[config.mk]
export PLATFORM = sky130hd
export DESIGN_NAME = iob_uart_host
export DESIGN_NICKNAME = d
export VERILOG_FILES = /design/src/rtl/iob_uart_host_pkg.sv /design/src/rtl/iob_uart_host_fifo.sv /design/src/rtl/iob_uart_host.sv
export SDC_FILE = /design/constraint.sdc
export NUM_CORES = 1
export LEC_CHECK = 0
export ABC_AREA = 1
export CAP_MARGIN = 20
export CORE_AREA = 2 2 73 127
export DETAILED_ROUTE_END_ITERATION = 10
export DIE_AREA = 0 0 75 129
export GPL_TIMING_DRIVEN = 0
export HOLD_SLACK_MARGIN = 0.03
export PLACE_DENSITY = 0.7
export SYNTH_ARGS = -nofsm -noshare
export SYNTH_HDL_FRONTEND = slang
export SYNTH_SLANG_ARGS = --single-unit
[constraint.sdc]
create_clock -name clk_i -period 2.5 [get_ports clk_i]
set_input_delay 0.25 -clock clk_i [delete_from_list [all_inputs] [get_ports clk_i]]
set_output_delay 0.25 -clock clk_i [all_outputs]
set_load 0.05 [all_outputs]
[src/rtl/iob_uart_host_pkg.sv]
// Shared types and constants for the IOb UART host.
// Contents: controller state enum, UART CSR byte addresses, CSR bit indices,
//   bus field widths.
package iob_uart_host_pkg;

  localparam int unsigned ADDR_W = 3;
  localparam int unsigned DATA_W = 32;
  localparam int unsigned STRB_W = 4;
  localparam int unsigned BYTE_W = 8;

  localparam logic [ADDR_W-1:0] CSR_CFG_ADDR  = 3'd0;
  localparam logic [ADDR_W-1:0] CSR_DATA_ADDR = 3'd4;

  localparam int unsigned TX_RDY = 0;
  localparam int unsigned RX_RDY = 1;
  localparam int unsigned TX_EN  = 16;
  localparam int unsigned RX_EN  = 17;

  typedef enum logic [3:0] {
    ST_INIT,
    ST_GAP,
    ST_POLL,
    ST_POLL_WAIT,
    ST_DECIDE,
    ST_RXRD,
    ST_RX_WAIT,
    ST_TXWR,
    ST_ERR
  } state_e;

endpackage

[src/rtl/iob_uart_host_fifo.sv]
// Synchronous byte FIFO holding TX bytes until the UART can take them.
// Ports: clk_i/rst_i (sync, active-high), push_i/wdata_i write side,
//   pop_i/rdata_o read side (rdata_o shows the head), full_o/empty_o flags.
// Push while full and pop while empty are ignored.
module iob_uart_host_fifo
  import iob_uart_host_pkg::*;
#(
  parameter int unsigned WIDTH  = 8,
  parameter int unsigned FIFO_W = 2
) (
  input  logic             clk_i,
  input  logic             rst_i,
  input  logic             push_i,
  input  logic [WIDTH-1:0] wdata_i,
  input  logic             pop_i,
  output logic [WIDTH-1:0] rdata_o,
  output logic             full_o,
  output logic             empty_o
);

  localparam int unsigned DEPTH = 1 << FIFO_W;
  localparam int unsigned CNT_W = FIFO_W + 1;

  logic [WIDTH-1:0]  mem_q [DEPTH];
  logic [FIFO_W-1:0] wr_ptr_q, rd_ptr_q;
  logic [CNT_W-1:0]  count_q, count_d;
  logic              full_q, empty_q;
  logic              push_ok, pop_ok;

  assign push_ok = push_i & ~full_q;
  assign pop_ok  = pop_i & ~empty_q;
  assign count_d = count_q + CNT_W'(push_ok) - CNT_W'(pop_ok);

  // Flags registered from next count so they are clean register outputs.
  always_ff @(posedge clk_i) begin
    if (rst_i) begin
      wr_ptr_q <= '0;
      rd_ptr_q <= '0;
      count_q  <= '0;
      full_q   <= 1'b0;
      empty_q  <= 1'b1;
    end else begin
      if (push_ok) wr_ptr_q <= wr_ptr_q + FIFO_W'(1);
      if (pop_ok)  rd_ptr_q <= rd_ptr_q + FIFO_W'(1);
      count_q <= count_d;
      full_q  <= (count_d == CNT_W'(DEPTH));
      empty_q <= (count_d == '0);
    end
  end

  // Storage is not reset; pointers define validity.
  always_ff @(posedge clk_i) begin
    if (push_ok) mem_q[wr_ptr_q] <= wdata_i;
  end

  assign rdata_o = mem_q[rd_ptr_q];
  assign full_o  = full_q;
  assign empty_o = empty_q;

endmodule

[src/rtl/iob_uart_host.sv]
// IOb master driving the UART CSR port: configures the UART after reset,
// then polls status and moves bytes between the UART and two byte streams.
// Ports: clk_i/rst_i (sync, active-high); iob_* request/response to the UART;
//   tx_data_i/tx_valid_i/tx_ready_o TX byte stream into a small FIFO;
//   rx_data_o/rx_valid_o/rx_ready_i RX byte stream from a 1-entry buffer;
//   err_o sticky timeout flag.
// Build option IOB_UART_HOST_TIMEOUT_EN: bounds every bus wait by TIMEOUT
//   cycles and parks in an error state; otherwise waits are unbounded and
//   err_o is tied low.
module iob_uart_host
  import iob_uart_host_pkg::*;
#(
  parameter logic [15:0] DIV      = 16'd434,
  parameter int unsigned POLL_GAP = 8,
  parameter int unsigned FIFO_W   = 2,
  parameter int unsigned TIMEOUT  = 255
) (
  input  logic              clk_i,
  input  logic              rst_i,
  output logic              iob_valid_o,
  output logic [ADDR_W-1:0] iob_addr_o,
  output logic [DATA_W-1:0] iob_wdata_o,
  output logic [STRB_W-1:0] iob_wstrb_o,
  input  logic              iob_rvalid_i,
  input  logic [DATA_W-1:0] iob_rdata_i,
  input  logic              iob_ready_i,
  input  logic [BYTE_W-1:0] tx_data_i,
  input  logic              tx_valid_i,
  output logic              tx_ready_o,
  output logic [BYTE_W-1:0] rx_data_o,
  output logic              rx_valid_o,
  input  logic              rx_ready_i,
  output logic              err_o
);

  localparam int unsigned GAP_W = $clog2(POLL_GAP + 1);

  state_e            state_q, state_d;
  logic              valid_q, valid_d;
  logic [ADDR_W-1:0] addr_q, addr_d;
  logic [DATA_W-1:0] wdata_q, wdata_d;
  logic [STRB_W-1:0] wstrb_q, wstrb_d;
  logic [GAP_W-1:0]  gap_q, gap_d;
  logic [1:0]        stat_q, stat_d;
  logic              prio_q, prio_d;
  logic              rx_full_q;
  logic [BYTE_W-1:0] rx_data_q;
  logic              rx_load, fifo_pop, fifo_push;
  logic              rx_elig, tx_elig;
  logic [BYTE_W-1:0] fifo_rdata;
  logic              fifo_full, fifo_empty;
  logic [DATA_W-1:0] cfg_word;
  logic              unused_rdata;

  assign unused_rdata = ^iob_rdata_i[DATA_W-1:BYTE_W];

  always_comb begin
    cfg_word         = '0;
    cfg_word[RX_EN]  = 1'b1;
    cfg_word[TX_EN]  = 1'b1;
    cfg_word[15:0]   = DIV;
  end

`ifdef IOB_UART_HOST_TIMEOUT_EN
  localparam int unsigned TMO_W = $clog2(TIMEOUT + 1);
  logic [TMO_W-1:0] tmo_q, tmo_d;
  logic             err_q;
  logic             waiting;
  assign tx_ready_o = ~fifo_full & ~err_q;
  assign err_o      = err_q;
`else
  logic unused_tmo;
  assign unused_tmo = ^32'(TIMEOUT);
  assign tx_ready_o = ~fifo_full;
  assign err_o      = 1'b0;
`endif

  assign fifo_push = tx_valid_i & tx_ready_o;

  iob_uart_host_fifo #(
    .WIDTH  (BYTE_W),
    .FIFO_W (FIFO_W)
  ) u_fifo (
    .clk_i   (clk_i),
    .rst_i   (rst_i),
    .push_i  (fifo_push),
    .wdata_i (tx_data_i),
    .pop_i   (fifo_pop),
    .rdata_o (fifo_rdata),
    .full_o  (fifo_full),
    .empty_o (fifo_empty)
  );

  // Controller state and registered bus request.
  always_ff @(posedge clk_i) begin
    if (rst_i) begin
      state_q <= ST_INIT;
      valid_q <= 1'b0;
      addr_q  <= '0;
      wdata_q <= '0;
      wstrb_q <= '0;
      gap_q   <= '0;
      stat_q  <= '0;
      prio_q  <= 1'b0;
    end else begin
      state_q <= state_d;
      valid_q <= valid_d;
      addr_q  <= addr_d;
      wdata_q <= wdata_d;
      wstrb_q <= wstrb_d;
      gap_q   <= gap_d;
      stat_q  <= stat_d;
      prio_q  <= prio_d;
    end
  end

  // Next-state and request logic; a request is raised on entry to a bus
  // state and dropped the cycle after it is accepted.
  always_comb begin
    state_d  = state_q;
    valid_d  = valid_q;
    addr_d   = addr_q;
    wdata_d  = wdata_q;
    wstrb_d  = wstrb_q;
    gap_d    = '0;
    stat_d   = stat_q;
    prio_d   = prio_q;
    fifo_pop = 1'b0;
    rx_load  = 1'b0;
    rx_elig  = stat_q[RX_RDY] & ~rx_full_q;
    tx_elig  = stat_q[TX_RDY] & ~fifo_empty;

    case (state_q)
      ST_INIT: begin
        valid_d = 1'b1;
        addr_d  = CSR_CFG_ADDR;
        wdata_d = cfg_word;
        wstrb_d = '1;
        if (valid_q && iob_ready_i) begin
          valid_d = 1'b0;
          state_d = ST_GAP;
        end
      end
      ST_GAP: begin
        if (gap_q == GAP_W'(POLL_GAP - 1)) begin
          state_d = ST_POLL;
          valid_d = 1'b1;
          addr_d  = CSR_CFG_ADDR;
          wdata_d = '0;
          wstrb_d = '0;
        end else begin
          gap_d = gap_q + GAP_W'(1);
        end
      end
      ST_POLL: begin
        if (iob_ready_i) begin
          valid_d = 1'b0;
          if (iob_rvalid_i) begin
            stat_d  = {iob_rdata_i[RX_RDY], iob_rdata_i[TX_RDY]};
            state_d = ST_DECIDE;
          end else begin
            state_d = ST_POLL_WAIT;
          end
        end
      end
      ST_POLL_WAIT: begin
        if (iob_rvalid_i) begin
          stat_d  = {iob_rdata_i[RX_RDY], iob_rdata_i[TX_RDY]};
          state_d = ST_DECIDE;
        end
      end
      ST_DECIDE: begin
        // prio_q=0 favours RX when both sides are eligible, then flips.
        if (rx_elig && (!tx_elig || !prio_q)) begin
          state_d = ST_RXRD;
          valid_d = 1'b1;
          addr_d  = CSR_DATA_ADDR;
          wdata_d = '0;
          wstrb_d = '0;
        end else if (tx_elig) begin
          state_d = ST_TXWR;
          valid_d = 1'b1;
          addr_d  = CSR_DATA_ADDR;
          wdata_d = {{(DATA_W-BYTE_W){1'b0}}, fifo_rdata};
          wstrb_d = 4'b0001;
        end else begin
          state_d = ST_GAP;
        end
        if (rx_elig && tx_elig) prio_d = ~prio_q;
      end
      ST_RXRD: begin
        if (iob_ready_i) begin
          valid_d = 1'b0;
          if (iob_rvalid_i) begin
            rx_load = 1'b1;
            state_d = ST_GAP;
          end else begin
            state_d = ST_RX_WAIT;
          end
        end
      end
      ST_RX_WAIT: begin
        if (iob_rvalid_i) begin
          rx_load = 1'b1;
          state_d = ST_GAP;
        end
      end
      ST_TXWR: begin
        if (iob_ready_i) begin
          valid_d  = 1'b0;
          fifo_pop = 1'b1;
          state_d  = ST_GAP;
        end
      end
      ST_ERR: begin
        valid_d = 1'b0;
      end
      default: begin
        valid_d = 1'b0;
        state_d = ST_INIT;
      end
    endcase

`ifdef IOB_UART_HOST_TIMEOUT_EN
    tmo_d   = '0;
    waiting = (state_q == ST_INIT) || (state_q == ST_POLL) ||
              (state_q == ST_POLL_WAIT) || (state_q == ST_RXRD) ||
              (state_q == ST_RX_WAIT) || (state_q == ST_TXWR);
    // Counter restarts on every state change; stalling TIMEOUT+1 cycles parks.
    if (waiting && (state_d == state_q)) begin
      if (tmo_q == TMO_W'(TIMEOUT)) begin
        state_d  = ST_ERR;
        valid_d  = 1'b0;
      end else begin
        tmo_d = tmo_q + TMO_W'(1);
      end
    end
`endif
  end

`ifdef IOB_UART_HOST_TIMEOUT_EN
  always_ff @(posedge clk_i) begin
    if (rst_i) begin
      tmo_q <= '0;
      err_q <= 1'b0;
    end else begin
      tmo_q <= tmo_d;
      err_q <= err_q | (state_d == ST_ERR);
    end
  end
`endif

  // Single-entry RX buffer; only loaded when empty, so it cannot overflow.
  always_ff @(posedge clk_i) begin
    if (rst_i) begin
      rx_full_q <= 1'b0;
      rx_data_q <= '0;
    end else if (rx_load) begin
      rx_full_q <= 1'b1;
      rx_data_q <= iob_rdata_i[BYTE_W-1:0];
    end else if (rx_full_q && rx_ready_i) begin
      rx_full_q <= 1'b0;
    end
  end

  assign iob_valid_o = valid_q;
  assign iob_addr_o  = addr_q;
  assign iob_wdata_o = wdata_q;
  assign iob_wstrb_o = wstrb_q;
  assign rx_valid_o  = rx_full_q;
  assign rx_data_o   = rx_data_q;

endmodule
==> results.toml, run 1 <==
[worst_setup_path]
cpPeakStageDelay_ns = 0.49
worstPathArrival_ns = 2.47
crit_start = "state_q[1]"
start_kind = "register"
cp_data_required_time_ns = 2.77
reg2reg_from = "state_q[1]"
critPathMaxFanout = 10
critPathKind = "reg2reg"
end_kind = "register"
crit_path_top_delay_cell = "dfxtp_1"
path_cells = "buf_6 -> nand3_2 -> nor2_1 -> ha_1 -> inv_1 -> ha_1 -> fa_1 -> xor2_1 -> nand2_1 -> nor2_1"

[clock_tree]
cts_buffers = 9
cts_tree = "built"
clk-insertion-delay-late_ns = 0.34
clk_pin_slew_ns = 0.06
cts_hold_buf = 0
cts_sinks = 74
postCtsSetupBuffers = 0
cts_buffer_depth = 2
postCtsResizedCells = 0
htreeDepth = 3
cts_root_buf = "clkbuf_16"

[sta]
max_slew.worst_pin.slew_ns = 0.832
timing.fmax_ghz = 0.454
grt_setup_unrepaired = "no"
layout_min_cycle_time_ns = 2.20
fin_skew_ns = 0.00748
fin_crit_sh_pct = 88.1
drv_slew = 0
setup_viol = 0
hold_viol = 0
finalSetupTns_ns = 0
slew_headroom_pct = 44.3

[detailed_routing]
route.detailed.drc = 0
post_drt_wl_per_cell_microns = 12.3
viasPerCell = 4.60
wirelength_mm = 7.24
drtPass1Iterations = 4
initialDrtViolationCount = 139
detail-route-antenna-nets = 0
dr_total_vias = 2704

[cells_and_area]
fin_area_sq_um = 4380
nets = 520
area_growth_pct = 30.2
drive_gt1_share_pct = 14.6
fill_cells = 804
n_antenna_cell = 0

[synthesis]
yosys-top-cells-area = "edfxtp_1 29%, dfxtp_1 25%, nor2_1 8.6%"
synth_xor_area_share_pct = 0.782
netlist_area_sq_um = 3360
synth_ff_type = "dfxtp_1"
synth_top_family_by_area = "simple AND/OR/NAND/NOR gates"
yosys.area.top_type = "edfxtp_1"
ys_top_cells_by_count = "77 x nor2_1, 62 x nand2_1, 42 x dfxtp_1"
yosys_warnings = 0
yosys.area_share.simple_pct = 21.0
synth_edf_count = 32
yosysTopAreaCellShare_pct = 28.6
synthAdderAreaFrac_pct = 3.20
ys_ff_latch = 74
async_reset_ff_share_pct = 0
synth_compound_area_share_pct = 8.67
synth-seq-area-share_pct = 53.6
synth_mux_area_share_pct = 0
synth_area_per_cell_sq_um = 8.71
ys_types = 29
synth.most_common_cell = "nor2_1"
syn_inst = 386

[place]
hpwlAfterDp_mm = 5.40
gp_congestion = 0.846
placed_cell_area_sq_um = 4060
portBuffers = 46

[grt]
antenna_found_initial = 0
grt_max_degree = 13
grt_pass1_wl_mm = 11.6
grt_pass1_vias = 2516
grt.total_usage_pct = 16.0
overflow = 0

[floorplanning]
die_h_microns = 129
core_area_sq_um = 8610
die_area_sq_um = 9680
num_rows = 45
dieWidth_microns = 75
start_util_pct = 39.0
ios = 97

[hold_path]
hold_start = "rst_i"
hp-class = "in2reg"

[power]
cellLeakagePower_nw = 1.89
totalPowerFinal_w = 0.00436
power_density_nw_per_um2 = 996
vdd_drop_max_v = 0.000542

[status]
outcome = "finished clean"

[run]
drv_cap = 0
## power breakdown
part	internal, W	total, W	switching, W
Clock	0.000860	0.00135	0.000486
Sequential	0.00142	0.00150	0.0000841
Combinational	0.000515	0.00151	0.000996
Total	0.00279	0.00436	0.00157
## metal layers
metal / GRT usage, % / share of wire [%] / up-vias
met3: 4.31 / 4.6 / 19
met2: 27.8 / 54 / 80
met4: 9.56 / 3.7 / 0
met1: 16.6 / 38 / 1242
met5: 0 / 0 / -
li1: - / - / 1363
## cells in the final DEF, fill, tap and decap left out
cell,count
fa_1,1
clkinv_2,1
buf_6,3
edfxtp_1,32
o22ai_1,4
clkbuf_16,12
conb_1,24
nor3_2,1
nor3b_2,1
a31oi_1,1
nor2_4,1
inv_2,4
nor3_1,1
nor2_1,77
nand2_2,4
ha_1,7
clkinvlp_4,1
dfxtp_1,42
buf_4,30
nand2_1,62
o21ai_1,1
clkbuf_2,2
xnor2_1,1
a21oi_1,16
o21ai_0,35
buf_2,5
inv_1,30
nand4_1,2
nor2_2,1
xor2_1,2
nand3_1,14
nand3_2,3
clkdlybuf4s50_1,46
clkbuf_1,4
## final cells by class
cell class,count,area (sq um),area share (%)
multi-input combinational,259,1220,27.9
buffer,42,299,6.83
clock buffer,14,310,7.09
timing repair buffer,46,460,10.5
clock inverter,2,12.5,0.286
inverter,34,128,2.92
sequential,74,1800,41.2
tap,117,146,3.34
## cells by family (layout without fill, tap and decap cells)
group | count (synthesis) | count (layout)
simple gates | 167 | 167
buf+inv | 76 | 138
flops | 74 | 74
compound gates | 57 | 57
fa+ha+maj | 8 | 8
xor+xnor | 3 | 3
other cells | 1 | 24
## worst max-delay path, delay by kind of cell, from the launching register on
kind,cells,cell delay (ns)
fa+ha+maj,3,0.74
xor+xnor,1,0.23
buf+inv,2,0.23
simple gates,4,0.44
flops,1,0.49
## metrics by stage
stage,hold slack (ns),cells,setup slack (ns),util (%)
after detailed placement,0.457,572,0.169,47.1
after floorplan,0.349,409,0.544,-
final,0.287,588,0.297,50.8
after CTS,0.277,588,0.294,50.8
after global placement,0.433,572,0.199,47.1
after global routing,0.293,588,0.124,50.8
## sequential cells by signal, summed over array words and instances, names as in the netlist, named ones only
signal           cells
u_fifo.mem_q        32
iob_wdata_o          8
rx_data_o            8
gap_q                4
state_q              3
u_fifo.count_q       3
iob_wstrb_o          2
stat_q               2
u_fifo.rd_ptr_q      2
u_fifo.wr_ptr_q      2
iob_addr_o           1
iob_valid_o          1
prio_q               1
rx_valid_o           1
u_fifo.empty_o       1
u_fifo.full_o        1
## final timing paths
kind / cells past startpoint / end / slack [ns]
worst max-delay path: 10 / u_fifo.full_o / 0.30
worst min-delay path: 2 / iob_wdata_o[1] / 0.29
worst max register to register: 10 / u_fifo.full_o / 0.30
worst min register to register: 1 / gap_q[0] / 0.46
No activity file was read; power rests on OpenSTA's default activity.
==> inputs of run 2 (changes only) <==
Settings changed: CORE_AREA 2 2 73 127 to 2 2 69 120, DIE_AREA 0 0 75 129 to 0 0 71 122, PLACE_DENSITY 0.7 to 0.77.
==> run 2 against run 1 <==
  * Clock power down 19%
  * Design area decreased by 2.3%
  * Sequential share of layout area up 0.99 points
  * Critical path depth is the same
  * Routed wire length is 3.4% lower
  * Non-clock buffer count stayed put
  * Combinational power about the same
  * Setup slack gained 0.020 ns
  * Critical endpoint is now u_fifo.empty_o
  * Clock skew shrank 0.00052 ns
  * Sequential power is essentially flat
  * Global-route usage grew 0.67 points
==> results.toml, run 2 (same netlist as run 1, synthesis figures left out) <==
[status]
outcome = "finished clean"

[grt]
antenna_found_initial = 0
overflow = 0
grt_max_degree = 12
grt.busiest_layer = "met2"
grt.total_usage_pct = 16.7
use_met2_pct = 31.1
grt_pass1_wl_mm = 11.3
met1_usage_pct = 17.3
grt_use_met3_pct = 3.14
grt_pass1_vias = 2561

[sta]
drv_slew = 0
fin_crit_sh_pct = 87.3
setup_viol = 0
hold_viol = 0
layout_min_cycle_time_ns = 2.18
grt_setup_unrepaired = "no"
slew_headroom_pct = 49.0
finalSetupTns_ns = 0
timing.fmax_ghz = 0.458
fin_skew_ns = 0.00695
max_slew.worst_pin.slew_ns = 0.762

[clock_tree]
cts_tree = "built"
htreeDepth = 3
clk-insertion-delay-late_ns = 0.33
postCtsResizedCells = 0
cts_root_buf = "clkbuf_16"
cts_buffer_depth = 2
postCtsSetupBuffers = 0
cts_buffers = 9
cts_hold_buf = 0
clk_pin_slew_ns = 0.06
cts_sinks = 74

[detailed_routing]
route.detailed.drc = 0
wirelength_mm = 6.99
drtPass1Iterations = 4
detail-route-antenna-nets = 0
post_drt_wl_per_cell_microns = 12.5
initialDrtViolationCount = 181
viasPerCell = 4.77
dr_total_vias = 2678

[power]
p_seq_share_pct = 36.8
p_int_w = 0.00259
vdd_drop_max_v = 0.000425
totalPowerFinal_w = 0.00409
p_clk_share_pct = 26.7
swShare_pct = 36.6
power_switching_w = 0.00150
cellLeakagePower_nw = 1.85
power_density_nw_per_um2 = 956
power_frac_comb_pct = 36.6

[worst_setup_path]
reg2reg_depth = 10
path_cells = "buf_6 -> nand3_2 -> nor2_1 -> ha_1 -> inv_1 -> ha_1 -> fa_1 -> inv_1 -> nand2_1 -> o21ai_0"
critPathKind = "reg2reg"
start_kind = "register"
cpPeakStageDelay_ns = 0.51
end_kind = "register"
worstPathArrival_ns = 2.44
critPathMaxFanout = 10
reg2reg_from = "state_q[1]"
cp_data_required_time_ns = 2.75
crit_path_top_delay_cell = "dfxtp_1"
crit_start = "state_q[1]"

[cells_and_area]
final_common_cell = "nor2_1"
area_growth_pct = 27.2
n_antenna_cell = 0
regArea_sq_um = 1800
multi_input_area_sq_um = 1220
drive_gt1_share_pct = 13.6
final_cell_mix = "77 x nor2_1, 62 x nand2_1, 46 x clkdlybuf4s50_1"
regMostFlops = "u_fifo.mem_q"
nets = 520
fill_cells = 713
fin_util_pct = 54.8
largest_reg_flops = 32

[hold_path]
hp-class = "in2reg"
worstHoldPathCells = 2
hold_start = "rst_i"

[floorplanning]
start_util_pct = 43.1
ios = 97
num_rows = 43
dieWidth_microns = 71
die_h_microns = 122
die_area_sq_um = 8660
core_area_sq_um = 7800

[place]
hpwlAfterDp_mm = 5.17
gp_congestion = 0.868
portBuffers = 46

[run]
drv_cap = 0
[run 2: worst paths after layout]
check                                      end  slack [ns]
worst min register to register        gap_q[0]        0.46
worst min-delay path            iob_wstrb_o[2]        0.26
worst max-delay path            u_fifo.empty_o        0.32
worst max register to register  u_fifo.empty_o        0.32
[run 2: through the flow]
| step | setup slack, ns | cell area (sq um) | hold slack [ns] | std cells |
|---|---|---|---|---|
| after floorplan | 0.544 | 3450 | 0.349 | 409 |
| after global placement | 0.174 | 4020 | 0.427 | 545 |
| after global routing | 0.159 | 4280 | 0.291 | 561 |
| final | 0.317 | 4280 | 0.263 | 561 |
| after detailed placement | 0.153 | 4020 | 0.454 | 545 |
| after CTS | 0.318 | 4280 | 0.251 | 561 |
[run 2: power groups by stage]
stage	clock network, W	logic [W]	registers, W
6_report	0.00109	0.00149	0.00150
4_1_cts	0.00112	0.00150	0.00150
3_5_place_dp	0	0.00149	0.00153
5_1_grt	0.00116	0.00163	0.00152
3_3_place_gp	0	0.00147	0.00152
2_1_floorplan	0	0.000901	0.00173
[run 2: cell type report]
cell class	count	share of cell area (%)
Inverter	34	2.99
Clock buffer	11	5.44
Timing Repair Buffer	46	10.8
Buffer	42	6.99
Tap cell	90	2.63
Clock inverter	5	0.498
Multi-Input combinational cell	259	28.5
Sequential cell	74	42.1
[run 2: critical path: cells and delay by family, from the launching register on]
kind | cells | cell delay [ns]
DFF | 1 | 0.51
and+or+nand+nor | 3 | 0.30
adders and majority gates | 3 | 0.80
AOI/OAI and AO/OA | 1 | 0.15
buffers and inverters | 3 | 0.32
[run 2: metal layers]
metal  up-vias  share of wire, %
met4         0               2.6
met1      1234                37
met5         -                 0
li1       1355                 -
met2        74                55
met3        15               4.9
==> inputs of run 3 (changes only) <==
Settings changed: ABC_AREA 1 to unset, CORE_AREA 2 2 69 120 to 2 2 68 119, CTS_CLUSTER_SIZE set to 24, DIE_AREA 0 0 71 122 to 0 0 70 121, PLACE_DENSITY 0.77 to 0.78.
Clock period 2.5 ns to 2.54 ns, I/O delays scaled along.
==> run 3 against run 2 <==
  * Non-clock buffer count rose by 1
  * Final cell count decreased by 20%
  * Clock power increased by 19%
  * Synthesized area shrank 1.9%
  * Register-to-register slack worse by 0.16 ns
  * Critical endpoint is now u_fifo.full_o
  * Largest power group unchanged
==> results.toml, run 3 <==
[power]
vdd_drop_max_v = 0.000417
cellLeakagePower_nw = 1.64
power_density_nw_per_um2 = 918

[clock_tree]
clk_pin_slew_ns = 0.06
cts_root_buf = "clkbuf_16"
cts_tree = "built"
clk-insertion-delay-late_ns = 0.33
htreeDepth = 3
cts_buffer_depth = 2
cts_buffers = 9
cts_sinks = 74
postCtsSetupBuffers = 0

[grt]
grt_pass1_wl_mm = 9.85
grt_pass1_vias = 2098
grt.total_usage_pct = 15.2
overflow = 0
antenna_found_initial = 0
grt_max_degree = 13

[cells_and_area]
fill_cells = 623
regMostFlops = "u_fifo.mem_q"
fin_util_pct = 57.3
drive_gt1_share_pct = 19.0
area_growth_pct = 29.7
final_common_cell = "clkdlybuf4s50_1"
final_cell_mix = "45 x clkdlybuf4s50_1, 42 x dfxtp_1, 33 x buf_4"
n_antenna_cell = 0
nets = 412
largest_reg_flops = 32

[synthesis]
synthAdderAreaFrac_pct = 3.26
ys_ff_latch = 74
async_reset_ff_share_pct = 0
synth_area_per_cell_sq_um = 11.8
yosys-top-cells-area = "edfxtp_1 29%, dfxtp_1 25%, buf_4 7.5%"
synth_ff_type = "dfxtp_1"
ys_types = 50
yosys.area.top_type = "edfxtp_1"
synth-seq-area-share_pct = 54.6
synth_mux_area_share_pct = 8.50
synth_compound_area_share_pct = 8.31
yosys_warnings = 0
synth_top_family_by_area = "simple AND/OR/NAND/NOR gates"
synth_xor_area_share_pct = 2.12
yosys.area_share.simple_pct = 12.7
syn_inst = 279
yosysTopAreaCellShare_pct = 29.1
synth.most_common_cell = "dfxtp_1"
netlist_area_sq_um = 3300
ys_top_cells_by_count = "42 x dfxtp_1, 33 x buf_4, 32 x edfxtp_1"
synth_edf_count = 32

[floorplanning]
ios = 97
dieWidth_microns = 70
start_util_pct = 44.2
num_rows = 42
core_area_sq_um = 7460
die_area_sq_um = 8470
die_h_microns = 121

[hold_path]
hp-class = "in2reg"

[detailed_routing]
drtPass1Iterations = 4
viasPerCell = 4.92
wirelength_mm = 6.10
dr_total_vias = 2220
post_drt_wl_per_cell_microns = 13.5
route.detailed.drc = 0
detail-route-antenna-nets = 0
initialDrtViolationCount = 120

[sta]
max_slew.worst_pin.slew_ns = 0.581
fin_crit_sh_pct = 93.9
setup_viol = 0
hold_viol = 0
timing.fmax_ghz = 0.419
layout_min_cycle_time_ns = 2.39
fin_skew_ns = 0.00555
drv_slew = 0
fin_ws_ns = 0.154
slew_headroom_pct = 61.2

[place]
portBuffers = 45
gp_congestion = 0.839
post-place-ws_ns = 0.219
hpwlAfterDp_mm = 4.52

[worst_setup_path]
cp_data_required_time_ns = 2.79
critPathMaxFanout = 10
worstPathArrival_ns = 2.63
start_kind = "register"
end_kind = "register"
critPathKind = "reg2reg"

[status]
outcome = "finished clean"

[run]
drv_cap = 0
run 3: cell count changes after synthesis, moves of 5 or more:
cell	delta
mux2i_1	+10
nand2b_1	+6
nor2b_1	+6
a21oi_1	-9
o21ai_0	-28
nand2_1	-54
mux4_2	+8
inv_1	-19
nor2_1	-47
and2_1	+5
nand3_1	-10
run 3: power breakdown:
part,internal (W),switching (W)
registers,0.00138,0.0000822
clock network,0.000857,0.000443
logic,0.000442,0.000719
run 3: path summary, 6_finish.rpt:
path                from             to  slack, ns  depth (start not counted)
max           state_q[1]  u_fifo.full_o       0.15                         10
min          iob_ready_i    iob_valid_o       0.22                          2
max reg2reg   state_q[1]  u_fifo.full_o       0.15                         10
min reg2reg     gap_q[0]       gap_q[0]       0.45                          1
run 3: cells by family (layout without fill, tap and decap cells):
family,after synthesis,count (layout)
fa+ha+maj,8,8
other cells,1,24
xor+xnor,8,8
simple gates,78,78
mux,18,18
compound gates,37,37
buf+inv,55,116
flops,74,74
run 3: per-stage QoR:
stage / hold slack (ns) / setup TNS (ns) / cells / power, W / area [sq um]
detailed placement: 0.442 / 0 / 435 / 0.00263 / 3950
CTS: 0.209 / 0 / 451 / 0.00394 / 4260
floorplan: 0.353 / 0 / 302 / 0.00232 / 3380
global placement: 0.428 / 0 / 435 / 0.00260 / 3950
finish: 0.222 / 0 / 451 / 0.00393 / 4280
global route: 0.236 / -0.00676 / 451 / 0.00409 / 4280
run 3: layout make-up:
cell class | count | area [sq um] | area share [%]
clock buffers | 11 | 233 | 5.44
inverters | 11 | 41.3 | 0.965
well taps | 88 | 110 | 2.57
flip-flops and latches | 74 | 1800 | 42.1
repair buffers | 45 | 450 | 10.5
plain buffers | 44 | 300 | 7.02
multi-input cells | 173 | 1260 | 29.5
clock inverters | 5 | 78.8 | 1.84
run 3: routing by layer:
layer	part of all wire (%)	vias up	GRT usage [%]	wire, microns
met5	0	-	0	0
met4	3.6	0	10.7	219
met3	4.9	17	3.65	301
met2	54	63	26.3	3320
met1	37	1058	15.8	2260
li1	-	1082	-	-
run 3: worst max-delay path, stage by stage, from the launching register on:
cell	delay [ns]
dfxtp_1	0.38
buf_2	0.22
nor3b_2	0.26
ha_1	0.17
inv_1	0.04
ha_1	0.19
fa_1	0.41
xor2_2	0.24
xnor2_2	0.15
nand2_1	0.10
nor3_1	0.15
run 3: repair_timing:
| action | 4_1_cts | 5_1_grt |
|---|---|---|
| setup endpoints to repair | 0 | 1 |
| hold buffers | 0 | 0 |
| resized for setup | 0 | 3 |
